$ cat config.mk
export PLATFORM = sky130hd
export DESIGN_NAME = mmio_uart_fifo_flat
export DESIGN_NICKNAME = d
export VERILOG_FILES = /design/src/rtl/mmio_uart_fifo_if.sv /design/src/rtl/mmio_uart_fifo.sv /design/src/flat_wrapper.sv
export SDC_FILE = /design/constraint.sdc
export NUM_CORES = 1
export LEC_CHECK = 0
export ABC_AREA = 1
export ABC_CLOCK_PERIOD_IN_PS = 2900
export CORE_ASPECT_RATIO = 0.6
export CORE_MARGIN = 2
export CORE_UTILIZATION = 30
export CTS_BUF_LIST = sky130_fd_sc_hd__clkbuf_4 sky130_fd_sc_hd__clkbuf_8 sky130_fd_sc_hd__clkbuf_16
export DETAILED_ROUTE_END_ITERATION = 12
export PLACE_DENSITY = 0.56
export SLEW_MARGIN = 5
export SYNTH_ARGS = -nofsm -noshare
export SYNTH_HDL_FRONTEND = slang
export SYNTH_SLANG_ARGS = --single-unit
$ cat constraint.sdc
create_clock -name clk -period 2.9 [get_ports clk]
set_input_delay 0.58 -clock clk [delete_from_list [all_inputs] [get_ports clk]]
set_output_delay 0.58 -clock clk [all_outputs]
set_load 0.05 [all_outputs]
$ cat src/rtl/mmio_uart_fifo_if.sv
// CPU-side register bus for the MMIO UART: chip select, direction, address, data.
interface mmio_uart_fifo_if;
  logic       cs;
  logic       we;
  logic [1:0] addr;
  logic [7:0] din;
  logic [7:0] dout;

  modport master (output cs, output we, output addr, output din, input dout);
  modport slave  (input cs, input we, input addr, input din, output dout);
endinterface

$ cat src/rtl/mmio_uart_fifo.sv
// mmio_uart_fifo: bus-mapped UART with TX/RX FIFOs, sticky error flags and a maskable irq.
module mmio_uart_fifo #(
  parameter int unsigned CLK_DIV   = 16,
  parameter int unsigned TX_DEPTH  = 8,
  parameter int unsigned RX_DEPTH  = 8,
  parameter int unsigned DATA_BITS = 8
) (
  input  logic            clk,
  input  logic            rst,
  mmio_uart_fifo_if.slave bus,
  output logic            tx,
  input  logic            rx,
  output logic            irq
);

  localparam int unsigned TX_AW = $clog2(TX_DEPTH);
  localparam int unsigned TX_PW = TX_AW + 1;
  localparam int unsigned RX_AW = $clog2(RX_DEPTH);
  localparam int unsigned RX_PW = RX_AW + 1;
  localparam int unsigned CNT_W = $clog2(CLK_DIV);
  localparam int unsigned BIT_W = $clog2(DATA_BITS);

  localparam logic [CNT_W-1:0] CNT_LAST = CNT_W'(CLK_DIV - 1);
  localparam logic [CNT_W-1:0] CNT_HALF = CNT_W'(CLK_DIV / 2 - 1);
  localparam logic [BIT_W-1:0] BIT_LAST = BIT_W'(DATA_BITS - 1);

  typedef enum logic [1:0] {TX_IDLE, TX_START, TX_DATA, TX_STOP} tx_state_t;
  typedef enum logic [1:0] {RX_IDLE, RX_START, RX_DATA, RX_STOP} rx_state_t;

  // ---------------- bus decode ----------------
  logic wr_c, rd_c;
  assign wr_c = bus.cs & bus.we;
  assign rd_c = bus.cs & ~bus.we;

  // ---------------- TX FIFO ----------------
  logic [DATA_BITS-1:0] tx_mem_q [TX_DEPTH];
  logic [TX_PW-1:0]     tx_wp_q, tx_rp_q;
  logic                 tx_fifo_empty_c, tx_full_c, tx_wr_req_c, tx_push_c, tx_pop_c;
  logic                 tx_empty_c;

  tx_state_t            tx_st_q;
  logic [CNT_W-1:0]     tx_cnt_q;
  logic [BIT_W-1:0]     tx_bit_q;
  logic [DATA_BITS-1:0] tx_sh_q;
  logic                 tx_q;

  assign tx_fifo_empty_c = (tx_wp_q == tx_rp_q);
  assign tx_full_c       = (tx_wp_q == {~tx_rp_q[TX_PW-1], tx_rp_q[TX_AW-1:0]});
  assign tx_wr_req_c     = wr_c & (bus.addr == 2'd0);
  // The serialiser pops when idle, or at the end of a stop bit for back-to-back frames.
  assign tx_pop_c        = ~tx_fifo_empty_c &
                           ((tx_st_q == TX_IDLE) | ((tx_st_q == TX_STOP) & (tx_cnt_q == CNT_LAST)));
  // A write to a full FIFO still lands if a pop frees a slot on the same edge.
  assign tx_push_c       = tx_wr_req_c & (~tx_full_c | tx_pop_c);
  assign tx_empty_c      = tx_fifo_empty_c & (tx_st_q == TX_IDLE);

  // TX FIFO storage (no reset needed, pointers qualify contents)
  always_ff @(posedge clk) begin
    if (tx_push_c) tx_mem_q[tx_wp_q[TX_AW-1:0]] <= bus.din[DATA_BITS-1:0];
  end

  // TX FIFO pointers
  always_ff @(posedge clk or posedge rst) begin
    if (rst) begin
      tx_wp_q <= '0;
      tx_rp_q <= '0;
    end else begin
      if (tx_push_c) tx_wp_q <= tx_wp_q + TX_PW'(1);
      if (tx_pop_c)  tx_rp_q <= tx_rp_q + TX_PW'(1);
    end
  end

  // TX serialiser: start, DATA_BITS LSB-first, stop; every bit CLK_DIV cycles
  always_ff @(posedge clk or posedge rst) begin
    if (rst) begin
      tx_st_q  <= TX_IDLE;
      tx_cnt_q <= '0;
      tx_bit_q <= '0;
      tx_sh_q  <= '0;
      tx_q     <= 1'b1;
    end else begin
      case (tx_st_q)
        TX_IDLE: begin
          if (tx_pop_c) begin
            tx_sh_q  <= tx_mem_q[tx_rp_q[TX_AW-1:0]];
            tx_q     <= 1'b0;
            tx_cnt_q <= '0;
            tx_st_q  <= TX_START;
          end
        end
        TX_START: begin
          if (tx_cnt_q == CNT_LAST) begin
            tx_q     <= tx_sh_q[0];
            tx_cnt_q <= '0;
            tx_bit_q <= '0;
            tx_st_q  <= TX_DATA;
          end else begin
            tx_cnt_q <= tx_cnt_q + CNT_W'(1);
          end
        end
        TX_DATA: begin
          if (tx_cnt_q == CNT_LAST) begin
            tx_cnt_q <= '0;
            if (tx_bit_q == BIT_LAST) begin
              tx_q    <= 1'b1;
              tx_st_q <= TX_STOP;
            end else begin
              tx_q     <= tx_sh_q[1];
              tx_sh_q  <= tx_sh_q >> 1;
              tx_bit_q <= tx_bit_q + BIT_W'(1);
            end
          end else begin
            tx_cnt_q <= tx_cnt_q + CNT_W'(1);
          end
        end
        TX_STOP: begin
          if (tx_cnt_q == CNT_LAST) begin
            tx_cnt_q <= '0;
            if (tx_pop_c) begin
              tx_sh_q <= tx_mem_q[tx_rp_q[TX_AW-1:0]];
              tx_q    <= 1'b0;
              tx_st_q <= TX_START;
            end else begin
              tx_st_q <= TX_IDLE;
            end
          end else begin
            tx_cnt_q <= tx_cnt_q + CNT_W'(1);
          end
        end
        default: tx_st_q <= TX_IDLE;
      endcase
    end
  end

  // ---------------- RX path ----------------
  logic rx_s1_q, rx_s2_q, rx_d3_q;

  rx_state_t            rx_st_q;
  logic [CNT_W-1:0]     rx_cnt_q;
  logic [BIT_W-1:0]     rx_bit_q;
  logic [DATA_BITS-1:0] rx_sh_q;

  logic [DATA_BITS-1:0] rx_mem_q [RX_DEPTH];
  logic [RX_PW-1:0]     rx_wp_q, rx_rp_q;
  logic                 rx_fifo_empty_c, rx_full_c, rx_stop_mid_c, rx_push_req_c;
  logic                 rx_push_c, rx_pop_c, frm_set_c, rx_ovr_set_c;

  // Two-flop synchroniser plus one delay stage for falling-edge detection
  always_ff @(posedge clk or posedge rst) begin
    if (rst) begin
      rx_s1_q <= 1'b1;
      rx_s2_q <= 1'b1;
      rx_d3_q <= 1'b1;
    end else begin
      rx_s1_q <= rx;
      rx_s2_q <= rx_s1_q;
      rx_d3_q <= rx_s2_q;
    end
  end

  assign rx_fifo_empty_c = (rx_wp_q == rx_rp_q);
  assign rx_full_c       = (rx_wp_q == {~rx_rp_q[RX_PW-1], rx_rp_q[RX_AW-1:0]});
  assign rx_stop_mid_c   = (rx_st_q == RX_STOP) & (rx_cnt_q == CNT_LAST);
  assign rx_push_req_c   = rx_stop_mid_c & rx_s2_q;
  assign frm_set_c       = rx_stop_mid_c & ~rx_s2_q;
  assign rx_pop_c        = rd_c & (bus.addr == 2'd0) & ~rx_fifo_empty_c;
  // A CPU pop on the same edge frees room for a receive into a full FIFO.
  assign rx_push_c       = rx_push_req_c & (~rx_full_c | rx_pop_c);
  assign rx_ovr_set_c    = rx_push_req_c & rx_full_c & ~rx_pop_c;

  // RX deserialiser: midpoint start check, mid-bit sampling, back to idle at stop midpoint
  always_ff @(posedge clk or posedge rst) begin
    if (rst) begin
      rx_st_q  <= RX_IDLE;
      rx_cnt_q <= '0;
      rx_bit_q <= '0;
      rx_sh_q  <= '0;
    end else begin
      case (rx_st_q)
        RX_IDLE: begin
          if (rx_d3_q & ~rx_s2_q) begin
            rx_cnt_q <= '0;
            rx_st_q  <= RX_START;
          end
        end
        RX_START: begin
          if (rx_cnt_q == CNT_HALF) begin
            rx_cnt_q <= '0;
            rx_bit_q <= '0;
            rx_st_q  <= rx_s2_q ? RX_IDLE : RX_DATA;
          end else begin
            rx_cnt_q <= rx_cnt_q + CNT_W'(1);
          end
        end
        RX_DATA: begin
          if (rx_cnt_q == CNT_LAST) begin
            rx_cnt_q <= '0;
            rx_sh_q  <= {rx_s2_q, rx_sh_q[DATA_BITS-1:1]};
            if (rx_bit_q == BIT_LAST) rx_st_q  <= RX_STOP;
            else                      rx_bit_q <= rx_bit_q + BIT_W'(1);
          end else begin
            rx_cnt_q <= rx_cnt_q + CNT_W'(1);
          end
        end
        RX_STOP: begin
          if (rx_cnt_q == CNT_LAST) begin
            rx_cnt_q <= '0;
            rx_st_q  <= RX_IDLE;
          end else begin
            rx_cnt_q <= rx_cnt_q + CNT_W'(1);
          end
        end
        default: rx_st_q <= RX_IDLE;
      endcase
    end
  end

  // RX FIFO storage
  always_ff @(posedge clk) begin
    if (rx_push_c) rx_mem_q[rx_wp_q[RX_AW-1:0]] <= rx_sh_q;
  end

  // RX FIFO pointers
  always_ff @(posedge clk or posedge rst) begin
    if (rst) begin
      rx_wp_q <= '0;
      rx_rp_q <= '0;
    end else begin
      if (rx_push_c) rx_wp_q <= rx_wp_q + RX_PW'(1);
      if (rx_pop_c)  rx_rp_q <= rx_rp_q + RX_PW'(1);
    end
  end

  // ---------------- registers, flags, read mux, irq ----------------
  logic [7:0] dout_q, rd_data_c, status_c;
  logic [1:0] ien_q;
  logic       tx_ovf_q, frm_err_q, rx_ovr_q, irq_q;
  logic       tx_ovf_d, frm_err_d, rx_ovr_d, irq_d, clr_c;

  assign clr_c     = wr_c & (bus.addr == 2'd1);
  // Set wins over a same-edge write-1-to-clear.
  assign tx_ovf_d  = (tx_wr_req_c & tx_full_c & ~tx_pop_c) | (tx_ovf_q  & ~(clr_c & bus.din[5]));
  assign frm_err_d = frm_set_c                             | (frm_err_q & ~(clr_c & bus.din[4]));
  assign rx_ovr_d  = rx_ovr_set_c                          | (rx_ovr_q  & ~(clr_c & bus.din[3]));
  assign irq_d     = (ien_q[0] & ~rx_fifo_empty_c) | (ien_q[1] & tx_empty_c);

  assign status_c  = {2'b00, tx_ovf_q, frm_err_q, rx_ovr_q, ~rx_fifo_empty_c, tx_empty_c, tx_full_c};

  // Read data selection
  always_comb begin
    rd_data_c = 8'h00;
    case (bus.addr)
      2'd0:    if (!rx_fifo_empty_c) rd_data_c = 8'(rx_mem_q[rx_rp_q[RX_AW-1:0]]);
      2'd1:    rd_data_c = status_c;
      2'd2:    rd_data_c = {6'b000000, ien_q};
      default: rd_data_c = 8'h00;
    endcase
  end

  // Control/status registers, registered read data and irq
  always_ff @(posedge clk or posedge rst) begin
    if (rst) begin
      dout_q    <= 8'h00;
      ien_q     <= 2'b00;
      tx_ovf_q  <= 1'b0;
      frm_err_q <= 1'b0;
      rx_ovr_q  <= 1'b0;
      irq_q     <= 1'b0;
    end else begin
      tx_ovf_q  <= tx_ovf_d;
      frm_err_q <= frm_err_d;
      rx_ovr_q  <= rx_ovr_d;
      irq_q     <= irq_d;
      if (rd_c) dout_q <= rd_data_c;
      if (wr_c && (bus.addr == 2'd2)) ien_q <= bus.din[1:0];
    end
  end

  assign bus.dout = dout_q;
  assign tx       = tx_q;
  assign irq      = irq_q;

endmodule

$ cat src/flat_wrapper.sv
// flat-port wrapper written by rule: the top's interface ports become plain ports
module mmio_uart_fifo_flat 
#(
  parameter int unsigned CLK_DIV   = 16,
  parameter int unsigned TX_DEPTH  = 8,
  parameter int unsigned RX_DEPTH  = 8,
  parameter int unsigned DATA_BITS = 8
)
  (clk, rst, tx, rx, irq, bus_cs, bus_we, bus_addr, bus_din, bus_dout);
  mmio_uart_fifo_if bus_i ();
  input  logic clk;
  input  logic rst;
  output logic tx;
  input  logic rx;
  output logic irq;
  input wire logic [$bits(bus_i.cs)-1:0] bus_cs;
  input wire logic [$bits(bus_i.we)-1:0] bus_we;
  input wire logic [$bits(bus_i.addr)-1:0] bus_addr;
  input wire logic [$bits(bus_i.din)-1:0] bus_din;
  output wire logic [$bits(bus_i.dout)-1:0] bus_dout;
  assign bus_i.cs = bus_cs;
  assign bus_i.we = bus_we;
  assign bus_i.addr = bus_addr;
  assign bus_i.din = bus_din;
  assign bus_dout = bus_i.dout;
  mmio_uart_fifo #(.CLK_DIV(CLK_DIV), .TX_DEPTH(TX_DEPTH), .RX_DEPTH(RX_DEPTH), .DATA_BITS(DATA_BITS)) u_core (.clk(clk), .rst(rst), .bus(bus_i), .tx(tx), .rx(rx), .irq(irq));
endmodule
[Yosys cells after proc, flatten, opt, wreduce, memory -nomap -nowiden]
Memories as Yosys holds them, arrays and structs flattened.
Cells that the tools add are included.
Storage, ports and cells
  register bits after elaboration: 68
  bits in writable memories: 128
  input port bits: 15
  output and inout bits: 10
  memories: 2
Cells by class
  add/sub/neg operators: 8
  equal/unequal tests: 29
  mux-type cells: 46
  bitwise operators: 47
  reductions and logical operators: 16
Memories
  u_core.rx_mem_q: words 8, width 8, read ports 1, clocked after Yosys merged registers in 0, wr ports 1, line mmio_uart_fifo.sv:143  | logic [DATA_BITS-1:0] rx_mem_q [RX_DEPTH];
  u_core.tx_mem_q: words 8, width 8, read ports 1, clocked after Yosys merged registers in 0, wr ports 1, line mmio_uart_fifo.sv:36  | logic [DATA_BITS-1:0] tx_mem_q [TX_DEPTH];
Operator list (number)
  8-bit one-hot mux with 3 select lines: 2
  8-bit two-way mux: 5
  1-bit bitwise AND: 27
  4-bit by 1-bit adder with 4-bit output, second input constant: 6
  2-bit two-way mux: 11
  4-bit two-way mux: 5
  3-bit two-way mux: 6
  4-bit equality test: 4
  2-bit by 1-bit inequality test with 1-bit output, second input constant: 8
  2-bit one-hot mux with 4 select lines: 2
  1-bit inverter: 13
  3-bit one-hot mux with 2 select lines: 2
  4-bit one-hot mux with 3 select lines: 1
  4-bit AND reduction: 3
  2-bit equality test, second input constant: 5
  1-bit two-way mux: 10
  5-bit AND reduction: 2
  4-bit equality test, second input constant: 2
  2-bit inequality test, second input constant: 4
  4-bit one-hot mux with 2 select lines: 1
  1-bit OR: 7
  3-bit by 1-bit adder with 3-bit output, second input constant: 2
  2-bit by 1-bit equality test with 1-bit output, second input constant: 3
  3-bit equality test, second input constant: 2
  10 further kinds: 13

[Depth between registers and ports, before layout]
Gate-level depths: netlist of run 1.
  depth in word-level cells: 8
  mapped depth: 12
  mapped depth without buffers: 10

[Least setup slack after synthesis of run 1]
OpenSTA, ideal clock, no wires.
  path kind: input -> register
  start: input port bus_cs
  end: memory u_core.rx_mem_q[6][0], enable pin
  setup time: 0.383 ns
  arrival: 1.822 ns
  required time: 2.517 ns
  setup slack: 0.694 ns
  stages on the path: 6
  path buffers: 0
  cells stage by stage: inv_1 nor2_2 nand2_1 nand4_2 nand3_2 nor3_1
On the way
  cells in the longest elaborated chain, start to end: 7
Ends and longest elaborated chain
  start: declaration: line flat_wrapper.sv:16  | input wire logic [$bits(bus_i.cs)-1:0] bus_cs;
  1-bit bitwise AND: line mmio_uart_fifo.sv:33  | assign rd_c = bus.cs & ~bus.we;
  1-bit bitwise AND (2 in series): line mmio_uart_fifo.sv:166  | assign rx_pop_c = rd_c & (bus.addr == 2'd0) & ~rx_fifo_empty_c;
  1-bit OR: line mmio_uart_fifo.sv:168  | assign rx_push_c = rx_push_req_c & (~rx_full_c | rx_pop_c);
  1-bit bitwise AND: line mmio_uart_fifo.sv:168
  1-bit two-way mux: line mmio_uart_fifo.sv:220  | if (rx_push_c) rx_mem_q[rx_wp_q[RX_AW-1:0]] <= rx_sh_q;
  1-bit two-way mux (implied by the code): line mmio_uart_fifo.sv:220
  end: declaration: line mmio_uart_fifo.sv:143
No other way between the ends.

[Worst setup path after layout of run 1]
  start: register u_core.tx_q (netlist: u_core.tx)
  end: output port tx
RTL lines
  start: declaration: line mmio_uart_fifo.sv:45  | logic tx_q;
  start signal: assignment: line mmio_uart_fifo.sv:93  | tx_q <= tx_sh_q[0];
  start signal: assignment: line mmio_uart_fifo.sv:108  | tx_q <= tx_sh_q[1];
  end: declaration: line flat_wrapper.sv:13  | output logic tx;
No word-level cell between the ends.

==> run summary, run 1 <==
Mux contribution to synthesized area: 0.130%
Die area: 0.0303 sq mm
Gr ovfl total: 0
Final Skew: 0.0109 ns
Layout area overhead: 15.5%
CTS max path bufs: 2
Top cell type's share of synthesized area: 44.4%
Crit path buffers/inverters: 1
Clock Power Share: 24.9%
Adder-cell share of the synthesized area: 2.17%
Setup violators final: 0
Critical path cell sequence: clkdlybuf4s50_1
Post-synthesis compound-gate area fraction: 5.59%
Max Slew Vio Count: 0
Syn nets: 857
Worst EP arrival: 1.79 ns
Sw Pwr: 3.53 mW
Total setup buffers inserted after CTS: 0
Slew @ Worst Pin: 0.598 ns
Die W: 223 um
Synth cell count leaders: nand2_1, edfxtp_1, nand3_1
Top-level I/O count: 25
Fillers: 2860
Post-route ant nets: 0
Nature of the critical path startpoint: flop
Register bit total from synthesis: 196
Antenna violations before repair: 1
Max-Cap Viols: 0
Final worst-path cycle share: 81.8%
Via count: 5870
Simple-Gate Fraction of Synth Area: 22.2%
GP Congestion: 0.833
Top cells by area, synth: edfxtp_1, dfrtp_1, nand2_1, nand3_1, nor2_1
Core Area: 0.0286 sq mm
Share of cells above drive strength 1: 11.9%
Post-CTS sizing: 0
Critical path required time: 2.32 ns
Most common cell in the netlist: nand2_1
Skew-Pair Late Insertion Delay: 0.45 ns
Leakage: 4.02 nW
Crit-path max cell delay: 0.80 ns
Status: complete, no violations
Fmax: 421 MHz
Drt first-iter violations: 459
Max-Slew Margin vs Limit: 60.1%
Sw frac: 39.2%
CTS tree: done
Cell count after synthesis: 827
Clock Sinks: 196
Tot Pwr: 9.03 mW
Total GRT Usage: 14.8%
I/O Buffers: 24
Fin Setup TNS: 0 ns
Die Ht: 136 um
Internal Power: 5.49 mW
Hpwl dp: 15000 um
Root buf cell: clkbuf_16
Std-Cell Rows: 48
First-pass GRT wire length: 33100 um
WL final: 21200 um
Initial Util: 30.3%
Top delay family on crit path: buffers and inverters
Peak supply drop: 0.000375 V
Final Net Count: 902
CP Class: flop to output pin
CTS Hold Buffers Added: 0
Count of different cell masters after synthesis: 40
Hold Violations, Final: 0
Largest family of logic cells by synthesized area: simple AND/OR/NAND/NOR gates
Slowest cell on the critical path: clkdlybuf4s50_1
Sequential cell area fraction in the yosys report: 64.1%
Drt wl/cell: 16.9 um
Comb pwr share: 35.7%
H-tree Lvls: 4
Router iterations before antenna repair: 7
Share of power burned in registers: 39.4%
RSZ-0062 raised after global routing: no
Synth Area in XOR/XNOR: 1.50%
PwrDens: 902 mW/mm^2
EDFF count, synth: 128
Post-placement setup slack: 0.272 ns
Async SR Flop Fraction: 34.7%
Antenna Cells: 0
Min-delay worst type: flop to flop
Final setup margin: 0.526 ns
CP max FO: 2
Post-Syn Area: 0.00866 sq mm
Number of global-route vias before repair: 5627
Worst setup EP type: output pin
Detailed-route DRC error count: 0
Largest net degree at the start of global routing: 34
Reg clk slew, reported paths: 0.06 ns
YS warnings: 0
Synth area leader: edfxtp_1
Detail-routed via count per cell: 4.66
Post-synth top flop: edfxtp_1
Avg Inst Size Synth: 10.5 sq um
Period minus WS final: 2.37 ns
TritonCTS buffer count: 17
cell usage in the layout, fill, tap and decap left out, drive strengths merged, types with 12 or more instances in the layout:
master / count
dfrtp: 64
xor2: 12
edfxtp: 128
nor2: 95
ha: 15
inv: 61
clkbuf: 22
nand3: 97
o21ai: 65
clkdlybuf4s50: 24
buf: 27
nand2: 210
kinds of logic after synthesis:
logic type	Yosys count
xor gates and xnor gates	14
and+or+nand+nor	427
muxes	1
buffers and inverters	87
DFF	196
AOI/OAI and AO/OA	87
adders and majority gates	15
layout make-up:
class	instances	area, sq um	share of cell area, %
Tap cell	375	469	4.69
Multi-Input combinational cell	544	2740	27.4
Clock buffer	22	463	4.63
Sequential cell	196	5550	55.5
Inverter	62	235	2.35
Timing Repair Buffer	51	455	4.55
Clock inverter	10	88.8	0.888
worst paths after layout:
path                       depth (start not counted)  slack [ns]         startpoint               endpoint
max                                                1        0.53          u_core.tx                     tx
min                                                0        0.36     u_core.rx_s1_q         u_core.rx_s2_q
max reg2reg                                        8        0.72  u_core.tx_rp_q[2]  u_core.tx_mem_q[6][0]
min reg2reg                                        0        0.36     u_core.rx_s1_q         u_core.rx_s2_q
max in group asynchronous                          3        1.79                rst      u_core.rx_sh_q[7]
min in group asynchronous                          2        0.48                rst             u_core.irq
layer usage:
layer	global-route usage (%)	vias up	wire [um]
met4	3.48	0	176
met3	4.06	15	1290
li1	-	2884	-
met2	19.4	133	8150
met1	23.6	2838	11600
met5	0	-	0
registers in the layout, indices dropped and copies added, names as in the netlist, 8 cells and up, named ones only:
| name | cells |
|---|---|
| u_core.rx_mem_q | 64 |
| u_core.rx_sh_q | 8 |
| u_core.tx_mem_q | 64 |
| u_core.bus.dout | 8 |
| u_core.tx_sh_q | 8 |
stage by stage:
stage	util [%]	std cells	hold slack [ns]	instance area [sq um]
floorplan	-	827	0.345	8660
global placement	33.1	1228	0.346	9450
detailed placement	33.1	1228	0.347	9450
CTS	35.0	1260	0.357	10000
global route	35.0	1260	0.361	10000
finish	35.0	1260	0.357	10000
power by group through the flow:
| stage | Clock [mW] | Sequential (mW) | Combinational [mW] |
|---|---|---|---|
| after detailed placement | 0 | 3.60 | 3.21 |
| final | 2.25 | 3.55 | 3.22 |
| after CTS | 2.30 | 3.55 | 3.23 |
| after floorplan | 0 | 3.64 | 2.20 |
| after global placement | 0 | 3.60 | 3.17 |
| after global routing | 2.42 | 3.60 | 3.61 |
Note: power is estimated with default switching activity, not from simulation.
==> inputs of run 2 (changes only) <==
--- a/config.mk
+++ b/config.mk
@@ -6,7 +6,7 @@
 export NUM_CORES = 1
 export LEC_CHECK = 0
 export ABC_AREA = 1
-export ABC_CLOCK_PERIOD_IN_PS = 2900
+export ABC_CLOCK_PERIOD_IN_PS = 2250
 export CORE_ASPECT_RATIO = 0.6
 export CORE_MARGIN = 2
 export CORE_UTILIZATION = 30
==> constraint.sdc (replaced) <==
create_clock -name clk -period 2.25 [get_ports clk]
set_input_delay 0.45 -clock clk [delete_from_list [all_inputs] [get_ports clk]]
set_output_delay 0.45 -clock clk [all_outputs]
set_load 0.05 [all_outputs]
==> run summary, run 2 (synthesis gave the netlist of run 1 again) <==
Status: complete, no violations
Clock Sinks: 196 (unchanged)
PwrDens: 1190 mW/mm^2 (+31%)
Post-route insts no fill: 1280 (+1.6%)
CP Class: flop to output pin
Post-route ant nets: 0 (unchanged)
R2R Path End: u_core.tx_mem_q[6][6]
Worst EP arrival: 1.66 ns (-0.13 ns)
Critical path cell sequence: clkdlybuf4s50_1
TritonCTS buffer count: 17 (unchanged)
Total GRT Usage: 15.4% (+0.59 points)
Die Ht: 136 um (unchanged)
GP Congestion: 0.856 (+2.8%)
Core Area: 0.0286 sq mm (unchanged)
Top delay family on crit path: buffers and inverters
Hold Path Depth: 0 (unchanged)
Skew-Pair Late Insertion Delay: 0.44 ns (about the same)
Number of global-route vias before repair: 5732 (+1.9%)
Detail-routed via count per cell: 4.77 (+2.4%)
Fillers: 2817 (-1.5%)
Router iterations before antenna repair: 5 (-2)
Reg clk slew, reported paths: 0.07 ns (about the same)
Max Slew Vio Count: 0 (unchanged)
DP Area: 0.00960 sq mm (+1.6%)
Design area: 0.0102 sq mm (+2.2%)
Final setup margin: 0.142 ns (-0.384 ns)
Leakage: 4.14 nW (+3.2%)
Top-level I/O count: 25 (unchanged)
Post-placement cell count: 1248 (+1.6%)
Die area: 0.0303 sq mm (unchanged)
Final worst-path cycle share: 93.7%
Antenna violations before repair: 0 (-1)
Commonest non-fill, non-tap cells in the layout: nand2_1, edfxtp_1, nand3_1
Peak supply drop: 0.000498 V (+33%)
Layout area overhead: 18.0%
CTS tree: done
Critical path required time: 1.80 ns (-0.52 ns)
WHS Endpoint: u_core.rx_s2_q
Drt wl/cell: 17.5 um (+4.1%)
Detailed-route DRC error count: 0 (unchanged)
CTS max path bufs: 2 (unchanged)
Max-Slew Margin vs Limit: 60.6% (+0.55 points)
Hpwl dp: 15900 um (+5.8%)
Die W: 223 um (unchanged)
Setup violators final: 0 (unchanged)
H-tree Lvls: 4 (unchanged)
Antenna Cells: 0 (unchanged)
Final Skew: 0.0108 ns (-0.000103 ns)
Most common cell after layout, fill and taps aside: nand2_1
Hold Violations, Final: 0 (unchanged)
WL final: 22500 um (+5.7%)
Root buf cell: clkbuf_16
Gr ovfl total: 0 (unchanged)
Fmax: 474 MHz
Min-delay worst type: flop to flop
CTS Hold Buffers Added: 0 (unchanged)
Worst setup EP type: output pin
Final Net Count: 922 (+2.2%)
I/O Buffers: 24 (unchanged)
Std-Cell Rows: 48 (unchanged)
Crit-path max cell delay: 0.87 ns (+0.07 ns)
Worst r2r path cells: 8 (unchanged)
Drt first-iter violations: 622 (+36%)
CP max FO: 2 (unchanged)
Period minus WS final: 2.11 ns
Via count: 6107 (+4.0%)
Flop2flop setup slack: 0.15 ns (-0.57 ns)
Crit path buffers/inverters: 1 (unchanged)
Initial Util: 30.3% (unchanged)
Slowest cell on the critical path: clkdlybuf4s50_1
Largest net degree at the start of global routing: 69 (+100%)
Reg-to-Reg Start: u_core.tx_cnt_q[0]
Tot Pwr: 12.1 mW (+34%)
Slew @ Worst Pin: 0.589 ns (-0.00949 ns)
First-pass GRT wire length: 34400 um (+3.9%)
Total setup buffers inserted after CTS: 0 (unchanged)
Worst Hold Launch: u_core.rx_s1_q
Nature of the critical path startpoint: flop
Max-Cap Viols: 0 (unchanged)
Post-placement setup slack: -0.0443 ns (-0.316 ns)
RSZ-0062 raised after global routing: no
Post-CTS sizing: 1 (+1)
Share of cells above drive strength 1: 13.8% (+1.9 points)
-- run 2: cell types whose count changed in the layout (fill, tap and decap cells not counted), sizes merged --
| cell | previous run | this run |
|---|---|---|
| bufinv | 1 | 3 |
| dlygate4sd2 | 0 | 1 |
| clkdlybuf4s50 | 24 | 23 |
| inv | 61 | 64 |
| buf | 27 | 47 |
| clkinvlp | 1 | 0 |
| clkinv | 9 | 5 |
-- run 2: metal layers --
layer  global-route usage, %  up-vias  routed length [um]
met4                    4.04        0                 247
met2                    18.9      181                8440
li1                        -     2929                   -
met5                       0        -                   0
met3                    4.99       18                1680
met1                    24.9     2979               12100
-- run 2: through the flow --
step | hold slack (ns) | setup TNS (ns) | util [%]
final | 0.356 | 0 | 35.7
after global routing | 0.363 | 0 | 35.7
after CTS | 0.357 | 0 | 35.7
after detailed placement | 0.347 | -1.57 | 33.6
after global placement | 0.346 | -0.284 | 33.6
after floorplan | 0.345 | 0 | -
-- run 2: worst max path at each step --
stage	startpoint	slack (ns)	to	depth (start not counted)
CTS	u_core.bus.dout[6]	0.12	bus_dout[6]	1
floorplan	rst	0.1	async pin	1
detailed placement	bus_cs	-0.04	u_core.rx_mem_q[6][1]	8
finish	u_core.bus.dout[0]	0.14	bus_dout[0]	1
global route	u_core.tx_cnt_q[0]	0.004	u_core.tx_mem_q[2][5]	8
global placement	bus_cs	-0.02	u_core.rx_mem_q[6][5]	8
-- run 2: worst register-to-register path, stage by stage (launching register included) --
cell     delay, ns
dfrtp_1       0.41
ha_1          0.23
nand2_2       0.13
nor2_8        0.06
a21oi_1       0.27
nand4_2       0.23
nand3_1       0.27
nor2_1        0.07
buf_4         0.18
-- run 2: final cells by class --
cell class / count / area, sq um / area share (%)
Clock inverter: 10 / 150 / 1.47
Timing Repair Buffer: 71 / 604 / 5.91
Clock buffer: 22 / 469 / 4.59
Inverter: 62 / 235 / 2.30
Sequential cell: 196 / 5550 / 54.3
Tap cell: 375 / 469 / 4.59
Multi-Input combinational cell: 544 / 2740 / 26.8
-- run 2: where the power goes --
| part | internal (mW) | leakage (nW) | switching, mW |
|---|---|---|---|
| Combinational | 1.39 | 1.81 | 2.94 |
| Clock | 1.85 | 0.309 | 1.37 |
| Sequential | 4.21 | 2.02 | 0.354 |
| Total | 7.45 | 4.14 | 4.66 |
